==> src/rtl/uart_pkg.sv <==
// Shared types and constants for the UART receive controller.
package uart_pkg;

    typedef enum logic [2:0] {
        IDLE   = 3'd0,
        START  = 3'd1,
        DATA   = 3'd2,
        PARITY = 3'd3,
        STOP   = 3'd4,
        WAIT   = 3'd5
    } state_t;

    localparam int DATA_BITS = 8;

endpackage

==> src/rtl/uart_rx_ctrl_sync2.sv <==
// Two-flop synchroniser for an asynchronous single-bit input.
module sync2 #(
    parameter logic RESET_VAL = 1'b1
) (
    input  logic clk,
    input  logic n_rst,
    input  logic d,
    output logic q
);

    logic meta_q;
    logic sync_q;

    // Two back-to-back flops; reset to the line's idle level so no edge is seen out of reset.
    always_ff @(posedge clk or negedge n_rst) begin
        if (!n_rst) begin
            meta_q <= RESET_VAL;
            sync_q <= RESET_VAL;
        end else begin
            meta_q <= d;
            sync_q <= meta_q;
        end
    end

    assign q = sync_q;

endmodule

==> src/rtl/uart_rx_ctrl.sv <==
// UART 8N1 (optional even parity) receive controller driving an external bit timer.
module uart_rx_ctrl
    import uart_pkg::*;
#(
    parameter int CLKS_PER_BIT = 16,
    parameter int CNT_BITS     = 4,
    parameter int PARITY_EN    = 0
) (
    input  logic                clk,
    input  logic                n_rst,
    input  logic                serial_in,
    input  logic [CNT_BITS-1:0] timer_count,
    input  logic                timer_rollover,
    output logic                timer_clear,
    output logic                timer_enable,
    output logic                timer_save,
    output logic [7:0]          rx_data,
    output logic                rx_valid,
    input  logic                rx_ready,
    output logic                rx_busy,
    output logic                framing_err,
    output logic                parity_err,
    output logic                overrun_err
);

    localparam logic [CNT_BITS-1:0] HALF    = CNT_BITS'(CLKS_PER_BIT / 2);
    localparam logic [2:0]          LAST_BIT = 3'(DATA_BITS - 1);

    state_t     state_q;
    logic [2:0] bit_idx_q;
    logic [7:0] shreg_q;
    logic       par_bad_q;
    logic [7:0] rx_data_q;
    logic       rx_valid_q;
    logic       framing_err_q;
    logic       parity_err_q;
    logic       overrun_err_q;
    logic       prev_q;
    logic       sync_w;
    logic       fall_w;
    logic       sample_pt_w;
    logic       accept_w;

    sync2 #(.RESET_VAL(1'b1)) u_sync (
        .clk   (clk),
        .n_rst (n_rst),
        .d     (serial_in),
        .q     (sync_w)
    );

    // Edge-detect flop behind the synchroniser.
    always_ff @(posedge clk or negedge n_rst) begin
        if (!n_rst) begin
            prev_q <= 1'b1;
        end else begin
            prev_q <= sync_w;
        end
    end

    assign fall_w      = prev_q & ~sync_w;
    assign sample_pt_w = (timer_count == HALF) & timer_enable;

    // A start sample that reads high is a false start and is not accepted.
    always_comb begin
        accept_w = 1'b0;
        case (state_q)
            START:             accept_w = ~sync_w;
            DATA, PARITY, STOP: accept_w = 1'b1;
            default:           accept_w = 1'b0;
        endcase
    end

    assign timer_enable = (state_q != IDLE);
    assign timer_clear  = (state_q == IDLE);
    assign timer_save   = sample_pt_w & accept_w;
    assign rx_busy      = (state_q != IDLE);

    // Frame FSM with byte assembly, publish/handshake and one-cycle error pulses.
    always_ff @(posedge clk or negedge n_rst) begin
        if (!n_rst) begin
            state_q       <= IDLE;
            bit_idx_q     <= 3'd0;
            shreg_q       <= 8'd0;
            par_bad_q     <= 1'b0;
            rx_data_q     <= 8'd0;
            rx_valid_q    <= 1'b0;
            framing_err_q <= 1'b0;
            parity_err_q  <= 1'b0;
            overrun_err_q <= 1'b0;
        end else begin
            framing_err_q <= 1'b0;
            parity_err_q  <= 1'b0;
            overrun_err_q <= 1'b0;
            if (rx_valid_q && rx_ready) begin
                rx_valid_q <= 1'b0;
            end
            case (state_q)
                IDLE: begin
                    if (fall_w) begin
                        state_q <= START;
                    end
                end
                START: begin
                    if (sample_pt_w) begin
                        if (sync_w) begin
                            state_q <= IDLE;
                        end else begin
                            bit_idx_q <= 3'd0;
                            par_bad_q <= 1'b0;
                            state_q   <= DATA;
                        end
                    end
                end
                DATA: begin
                    if (sample_pt_w) begin
                        shreg_q[bit_idx_q] <= sync_w;
                        if (bit_idx_q == LAST_BIT) begin
                            state_q <= (PARITY_EN != 0) ? PARITY : STOP;
                        end else begin
                            bit_idx_q <= bit_idx_q + 3'd1;
                        end
                    end
                end
                PARITY: begin
                    if (sample_pt_w) begin
                        par_bad_q <= (^shreg_q) ^ sync_w;
                        state_q   <= STOP;
                    end
                end
                STOP: begin
                    if (sample_pt_w) begin
                        parity_err_q <= par_bad_q;
                        if (!sync_w) begin
                            framing_err_q <= 1'b1;
                        end else begin
                            rx_data_q     <= shreg_q;
                            rx_valid_q    <= 1'b1;
                            overrun_err_q <= rx_valid_q & ~rx_ready;
                        end
                        state_q <= WAIT;
                    end
                end
                WAIT: begin
                    if (timer_rollover) begin
                        state_q <= IDLE;
                    end
                end
                default: state_q <= IDLE;
            endcase
        end
    end

    assign rx_data     = rx_data_q;
    assign rx_valid    = rx_valid_q;
    assign framing_err = framing_err_q;
    assign parity_err  = parity_err_q;
    assign overrun_err = overrun_err_q;

endmodule

==> config.mk <==
export PLATFORM = sky130hd
export DESIGN_NAME = uart_rx_ctrl
export DESIGN_NICKNAME = d
export VERILOG_FILES = /design/src/rtl/uart_pkg.sv /design/src/rtl/uart_rx_ctrl_sync2.sv /design/src/rtl/uart_rx_ctrl.sv
export SDC_FILE = /design/constraint.sdc
export NUM_CORES = 1
export LEC_CHECK = 0
export ABC_CLOCK_PERIOD_IN_PS = 1500
export BUFFER_PORTS_ARGS = -buffer_cell sky130_fd_sc_hd__buf_2
export CORE_MARGIN = 3
export CORE_UTILIZATION = 49
export DETAILED_ROUTE_END_ITERATION = 10
export GPL_TIMING_DRIVEN = 0
export PLACE_DENSITY = 0.85
export RECOVER_POWER = 25
export SYNTH_ARGS = -nofsm -noshare
export SYNTH_HDL_FRONTEND = slang
export SYNTH_SLANG_ARGS = --single-unit
==> constraint.sdc <==
create_clock -name clk -period 1.5 [get_ports clk]
set_input_delay 0.075 -clock clk [delete_from_list [all_inputs] [get_ports clk]]
set_output_delay 0.075 -clock clk [all_outputs]
set_load 0.01 [all_outputs]
# After elaboration in Yosys (flattened, before gate mapping)
# Index checks and enable logic that the tools add are counted.
[totals]
ff_bits = 30
in_bits = 9
out_inout_bits = 16
wordCells = 85
[op_classes]
n_addsub = 1
magnitude_cmp = 2
n_eq_ne = 16
muxes = 34
bitwise = 7
reduce_logical = 13
[op_table]
columns = ["operator", "count"]
rows = [
  ["3-bit 2-to-1 mux", 11],
  ["3-bit case mux with 6 select lines", 1],
  ["1-bit 2-to-1 mux", 16],
  ["2-bit inequality test, second input constant", 8],
  ["3-bit equality test, second input constant", 3],
  ["8-bit bitwise mux", 1],
  ["8-bit parity", 1],
  ["7-bit AND reduction", 1],
  ["3-bit by 2-bit equality test with 1-bit output, second input constant", 2],
  ["3-bit case mux with 2 select lines", 1],
  ["5-bit AND reduction", 1],
  ["1-bit bitwise AND", 4],
  ["4-bit equality test, second input constant", 1],
  ["3-bit by 4-bit < comparator with 1-bit output, second input constant", 1],
  ["1-bit case mux with 2 select lines", 2],
  ["4-bit AND reduction", 1],
  ["2-bit nonzero test", 2],
  ["3-bit by 1-bit adder with 3-bit output, second input constant", 1],
  ["1-bit demux with 3-bit select", 1],
  ["3-bit by 1-bit equality test with 1-bit output, second input constant", 1],
  ["3-bit by 1-bit greater-or-equal comparator with 1-bit output, second input constant", 1],
  ["3-bit logical NOT", 1],
  ["3-bit AND reduction", 1],
  ["3-bit nonzero test", 1],
  ["7 further kinds", 9],
]

# Depth between registers and ports, before layout
# Gate-level depths: netlist of the first run.
[depth]
ltp_word = 5
depth_mapped = 6
mapped_depth_nobuf = 6

# Hierarchy
# From an unflattened synthesis of the first run, not the netlist that was laid out.
[hier_totals]
hier_cells = 123
hier_area_um2 = 1460.2
[by_module_without_submodules]
columns = ["module", "instances", "cells_each", "area_per_inst_um2", "seq_area_each_um2"]
rows = [
  ["uart_rx_ctrl", 1, 121, 1407.6, 701.9],
  ["sync2", 1, 2, 52.6, 52.6],
]

# Worst setup path before layout of the first run
# Ideal clock, no wire load.
[synth_path]
kind = "reg-to-reg"
start = "register bit_idx_q[1]"
end = "register bit_idx_q[0]"
setup_time_ns = 0.125
arrival_ns = 1.490
required_ns = 1.375
setup_slack_ns = -0.115
path_stages_with_launch = 7
n_path_buf = 0
synth_period_minus_slack_ns = 1.615
path_cell_list = "dfrtp_1 ha_1 ha_1 nor2_1 a21oi_1 nor3_2 mux2_2"
[synth_via]
elab_chain_cells = 3
[synth_rtl]
columns = ["item", "line", "source"]
rows = [
  ["from (decl)", "uart_rx_ctrl.sv:30", "logic [2:0] bit_idx_q;"],
  ["from (signal assigned)", "uart_rx_ctrl.sv:120", "bit_idx_q <= bit_idx_q + 3'd1;"],
  ["3-bit equality test", "uart_rx_ctrl.sv:117", "if (bit_idx_q == LAST_BIT) begin"],
  ["2-bit inequality test (no line)", "n/a", ""],
  ["5-bit AND reduction (no line)", "n/a", ""],
]
# No other way between the ends.
# A chain may end at the register's enable or synchronous reset.

# Worst setup path in the final report of the first run
[layout_path]
start = "register state_q[1]"
end = "register state_q[0]"
[layout_via]
elab_chain_cells = 4
word_cells_on_any_way = 17
cone_classes = "eq/ne (12); mux (1); bitwise (1); reduce/logical (3)"
[layout_rtl]
columns = ["item", "line", "source"]
rows = [
  ["from (decl)", "uart_rx_ctrl.sv:29", "state_t state_q;"],
  ["from (signal assigned)", "uart_rx_ctrl.sv:118", "state_q <= (PARITY_EN != 0) ? PARITY : STOP;"],
  ["3-bit nonzero test", "uart_rx_ctrl.sv:73", "assign timer_enable = (state_q != IDLE);"],
  ["1-bit bitwise AND", "uart_rx_ctrl.sv:61", "assign sample_pt_w = (timer_count == HALF) & timer_enable;"],
  ["2-bit inequality test (no line)", "n/a", ""],
  ["7-bit AND reduction (no line)", "n/a", ""],
]
# Several ways; a longest one is shown, not always the timed one.

==> results.toml, run 1 <==
[power]
p_per_area_nw_per_um2 = 1140
switching_share_pct = 34.4
seqPwrFrac_pct = 38.9
clockPowerShare_pct = 19.5
p_int_mw = 1.51
power.switching_mw = 0.791
comb_power_share_pct = 41.6
power.total_mw = 2.30
p_leak_nw = 0.966
ir_drop_v = 0.000930

[min_path]
whs_path_depth = 4
holdPathEnd = "state_q[1]"
hold_class = "in -> reg"
holdCritStartpoint = "timer_count[1]"

[sta]
setup_viol = 9
finClkSkew_ns = 0.0135
setup_slack_ns = -0.268
worstMarginPinSlew_ns = 0.747
slew_headroom_pct = 50.2
finalCriticalPeriod_ns = 1.77
report.final.hold_viol_count = 0
min_period_over_period_pct = 118
fmax_ghz = 0.566
maxSlewViolCount = 0
rsz0062_at_grt = "true"

[yosys]
syn_nets = 138
yosys_register_bits = 30
ys_types = 39
postSynthCellCount = 127
ys_seq_area_share_pct = 49.9
netlist_area_sq_um = 1510
synth_edf_count = 0
async_reset_ff_share_pct = 100
synth_area_per_cell_sq_um = 11.9
yosys_most_used_dff = "dfrtp_1"
yosys_warnings = 0

[detailed_routing]
ant_nets = 0
via_count = 1250
wl_per_cell_um = 18.3
drt_iter0_markers = 75
drc_errors = 0
finalWirelength_mm = 3.77
vias_per_cell = 6.07
firstDrtPassIters = 4

[layout]
drive_above_1_share_pct = 53.1
area_growth_pct = 32.9
nets = 186
layout_common_cells = "25 x dfrtp_1, 23 x buf_2, 13 x mux2_2, 13 x buf_4, 9 x nand2_1"
post-route-util_pct = 70.4
final_common_cell = "dfrtp_1"
antenna_cells = 0

[run_status]
violations = "negative setup slack"
status = "finished, violations left"

[global_routing]
gr-usage-all-layers_pct = 20.6
grt_max_degree = 31
use_met1_pct = 24.9
antenna_found_initial = 0
grt_pass1_wl_mm = 5.57
grt-ovfl-total = 0
use_met2_pct = 33.5
grt_util_met3_pct = 7.97
grt-busiest-layer = "met2"
first_global_vias = 1166

[floorplanning]
rows = 19
core_area_sq_um = 2850
die-area_sq_um = 3790
die_x_um = 61.5
initial_utilization_pct = 53.0
die_h_um = 61.5
ios = 25

[worst_setup_path]
cp-end-kind = "flop"
cp_data_required_time_ns = 1.73
start_kind = "flop"
path_max_fanout = 4
arrival_ns = 1.99
r2r-end = "state_q[0]"
worstSetupPathType = "reg -> reg"
regToRegSetupSlack_ns = -0.27
worstRegToRegCells = 6
timing.rr.start = "state_q[1]"

[clock_network]
tritoncts = "done"
cts_root_buffer = "clkbuf_4"
cts.sinks = 30
cts.clk_slew.worst_paths_ns = 0.09
cts-htree-levels = 2
clock_latency_ns = 0.34
cts-buffers-inserted = 5
cts_max_path_buffers = 2

[run]
maxCapViolations = 0

[place]
routabilityCongestion = 0.900
dp_slack_ns = -0.391
portBuffers = 24
dpl.hpwl_mm = 2.06
==> final cells by class <==
| cell class | count | area (sq um) |
|---|---|---|
| well taps | 31 | 38.8 |
| fillers | 181 | 845 |
| plain buffers | 9 | 96.3 |
| repair buffers | 41 | 259 |
| flip-flops and latches | 30 | 757 |
| inverters | 4 | 18.8 |
| clock buffers | 7 | 45.0 |
| multi-input cells | 84 | 793 |
==> how the worst max path moves through the flow <==
stage                               from           end  slack [ns]  cells after the start
after floorplan             bit_idx_q[1]  bit_idx_q[0]       -0.11                      6
after global placement    timer_count[1]    rx_data[5]       -0.35                      4
after detailed placement  timer_count[1]    rx_data[2]       -0.39                      4
after CTS                   bit_idx_q[1]  bit_idx_q[2]       -0.15                      7
after global routing          state_q[1]    state_q[0]       -0.29                      6
final                         state_q[1]    state_q[0]       -0.27                      6
==> cells by family (layout without fill, tap and decap cells) <==
kind of cell / after synthesis / in the layout / synth area share [%]
AOI/OAI and AO/OA: 16 / 16 / 6.71
xor gates and xnor gates: 7 / 7 / 4.97
adders and majority gates: 2 / 2 / 1.66
buffers and inverters: 13 / 61 / 6.70
DFF: 30 / 30 / 49.9
muxes: 18 / 18 / 13.7
and+or+nand+nor: 41 / 41 / 16.4
==> per-stage QoR <==
step	TNS, ns	hold WS, ns	instances	area [sq um]
after floorplan	-0.354	-0.221	127	1530
after global placement	-4.77	0.126	182	1690
after detailed placement	-5.78	0.144	182	1690
after CTS	-0.982	0.0609	203	1920
after global routing	-1.93	0.112	206	2010
final	-1.11	0.117	206	2010
==> Yosys cell counts (all sizes together), types with 3 or more instances <==
library cell | n | area (sq um)
a21oi | 4 | 20.0
and3 | 3 | 18.8
clkbuf | 7 | 67.6
dfrtp | 27 | 676
dfstp | 3 | 78.8
inv | 4 | 15.0
mux2 | 18 | 206
nand2 | 9 | 33.8
nand3 | 4 | 20.0
nand4 | 3 | 25.0
nor2 | 4 | 15.0
nor3 | 5 | 30.0
nor4 | 3 | 18.8
nor4b | 3 | 32.5
o21ai | 6 | 30.0
xnor2 | 5 | 43.8
==> timing repair <==
action / in CTS / in global routing
endpoints found under the hold margin: 30 / 0
setup buffers: 11 / 3
setup endpoints to repair: 22 / 25
pin swaps: 5 / 7
hold buffers: 3 / 0
gates resized for setup: 17 / 13
==> power groups by stage <==
| stage | registers, mW | logic [mW] | clock network [mW] |
|---|---|---|---|
| after floorplan | 0.899 | 0.482 | 0 |
| after global placement | 0.904 | 0.620 | 0 |
| after detailed placement | 0.909 | 0.636 | 0 |
| after CTS | 0.892 | 0.809 | 0.438 |
| after global routing | 0.901 | 1.03 | 0.483 |
| final | 0.895 | 0.957 | 0.447 |
==> layer usage <==
metal | vias to the layer above | part of all wire, %
li1 | 550 | -
met1 | 619 | 40
met2 | 61 | 50
met3 | 20 | 7.1
met4 | 0 | 2.5
met5 | - | 0
==> state kept, by name (all words and copies together) (netlist names) <==
register       flops
bit_idx_q          3
framing_err        1
overrun_err        1
par_bad_q          1
parity_err         1
prev_q             1
rx_data            8
rx_valid           1
shreg_q            8
state_q            3
u_sync.meta_q      1
u_sync.q           1
==> critical path: stages, from the launching register on <==
cell and delay (ns):
dfrtp_1 0.41, clkbuf_8 0.16, buf_4 0.14, nor4b_2 0.15, a311oi_1 0.32, nand2_1 0.16, mux2_4 0.32
Note: power is estimated with default switching activity, not from simulation.
==> inputs of run 2 (changes only) <==
Settings changed: SYNTH_HIERARCHICAL set to 1.
==> run 2 against run 1 <==
The run still ends with negative setup slack left. Final cell count shrank 2.9%. Sequential power increased by 7.2%. Wire length shrank 3.6%. Clock power is 32% higher. Sequential share of layout area barely moved.
==> results.toml, run 2 <==
[run_status]
status = "finished, violations left"
violations = "negative setup slack"

[place]
portBuffers = 24
dp_slack_ns = -0.379
dpl.hpwl_mm = 1.97
postPlaceCellArea_sq_um = 1670
routabilityCongestion = 0.811

[layout]
area_growth_pct = 38.0
nFillCells = 166
antenna_cells = 0
drive_above_1_share_pct = 55.6
nets = 179
layout_common_cells = "23 x dfrtp_1, 21 x buf_2, 12 x mux2_4"
final_common_cell = "dfrtp_1"
design_area_sq_um = 2010

[sta]
fmax_ghz = 0.606
report.final.hold_viol_count = 0
finClkSkew_ns = 0.00499
slew_headroom_pct = 52.0
min_period_over_period_pct = 110
finalCriticalPeriod_ns = 1.65
worstMarginPinSlew_ns = 0.718
rsz0062_at_grt = "true"
setup_slack_ns = -0.152
maxSlewViolCount = 0
setup_viol = 21

[detailed_routing]
wl_per_cell_um = 18.2
drt_iter0_markers = 65
finalWirelength_mm = 3.64
vias_per_cell = 5.95
drc_errors = 0
firstDrtPassIters = 4
ant_nets = 0
via_count = 1190

[yosys]
ys_types = 38
ys_seq_area_share_pct = 51.7
async_reset_ff_share_pct = 100
yosys_register_bits = 30
synth_area_leader_cell = "dfrtp_1"
synth_edf_count = 0
synth_commonest_cells = "27 x dfrtp_1, 8 x mux2_4, 8 x nor2_1, 8 x o21ai_0, 7 x mux2_2"
synth.most_common_cell = "dfrtp_1"
synthTopCellsByArea = "dfrtp_1 46%, mux2_4 8.2%, dfstp_2 5.4%, mux2_2 5.4%, xnor2_1 3.0%"
yosys.area.top_type_share_pct = 46.3
syn_nets = 134
yosys_most_used_dff = "dfrtp_1"
postSynthCellCount = 123
netlist_area_sq_um = 1460
yosys_warnings = 6
synth_area_per_cell_sq_um = 11.9

[clock_network]
cts_max_path_buffers = 2
cts-htree-levels = 2
clock_latency_ns = 0.33
cts-buffers-inserted = 5
cts.clk_slew.worst_paths_ns = 0.09
cts.sinks = 30
cts_root_buffer = "clkbuf_4"
tritoncts = "done"

[global_routing]
grt_pass1_wl_mm = 5.48
grt-ovfl-total = 0
grt_max_degree = 31
first_global_vias = 1169
antenna_found_initial = 0
gr-usage-all-layers_pct = 20.7

[worst_setup_path]
worstSetupPathType = "reg -> out"
start_kind = "flop"
cp-end-kind = "output pin"
arrival_ns = 1.58
path_max_fanout = 4
cp_data_required_time_ns = 1.42

[power]
ir_drop_v = 0.000798
p_leak_nw = 0.973
p_per_area_nw_per_um2 = 1200
power.total_mw = 2.42

[floorplanning]
core_area_sq_um = 2810
ios = 25
rows = 19
die_x_um = 60.6
die_h_um = 60.6
die-area_sq_um = 3670
initial_utilization_pct = 52.1

[run]
maxCapViolations = 0

[min_path]
hold_class = "in -> reg"
## run 2: area by class of cell
class                           count  area, sq um  area share, %
Multi-Input combinational cell     81          762           37.8
Sequential cell                    30          759           37.7
Timing Repair Buffer               39          270           13.4
Buffer                              7         90.1           4.47
Clock buffer                        8         78.8           3.91
Tap cell                           31         38.8           1.93
Inverter                            4         15.0          0.745
## run 2: where the power goes
part	switching (mW)	leakage (nW)	internal [mW]
Clock	0.270	0.0446	0.320
Sequential	0.0767	0.398	0.882
Combinational	0.405	0.530	0.463
## run 2: repair_timing
action / in CTS / in global routing
resized for setup: 28 / 16
setup endpoints to repair: 24 / 26
pin swaps: 4 / 8
setup buffers: 8 / 4
endpoints found under the hold margin: 30 / 0
hold buffers: 3 / 0
## run 2: cells by family (layout without fill, tap and decap cells)
logic type	count (synthesis)	after routing	synth area share, %
simple gates	40	40	16.7
flops	30	30	51.7
compound gates	17	17	7.11
mux	15	15	13.6
buf+inv	12	58	4.03
xor+xnor	7	7	5.14
fa+ha+maj	2	2	1.71
## run 2: final timing paths
check	startpoint	end	slack [ns]	cells after the start
hold reg to reg	u_sync/meta_q	u_sync/q	0.36	0
max in group asynchronous	n_rst	state_q[0]	0.73	2
setup reg to reg	state_q[2]	shreg_q[6]	-0.15	3
setup / recovery	state_q[2]	timer_enable	-0.15	4
min in group asynchronous	n_rst	overrun_err	0.30	2
hold / removal	timer_rollover	state_q[2]	0.05	4
## run 2: critical path, stage by stage (launching register included)
cell      delay, ns
dfrtp_1        0.43
clkbuf_8       0.17
or3_4          0.41
buf_6          0.13
buf_6          0.11
## run 2: metal layers
layer | routed length, um | vias up | global-route usage, %
met2 | 1870 | 58 | 35.7
met4 | 125 | 0 | 11.8
met1 | 1450 | 591 | 22.3
met3 | 193 | 16 | 6.60
li1 | - | 525 | -
met5 | 0 | - | 0
## run 2: metrics by stage
| stage | util (%) | hold slack [ns] | cells | TNS [ns] |
|---|---|---|---|---|
| after floorplan | - | -0.221 | 123 | -1.26 |
| after global placement | 59.5 | 0.123 | 178 | -3.83 |
| after detailed placement | 59.5 | 0.137 | 178 | -4.86 |
| after CTS | 69.0 | 0.0420 | 196 | -1.44 |
| after global routing | 71.8 | 0.0536 | 200 | -3.14 |
| final | 71.8 | 0.0550 | 200 | -2.23 |
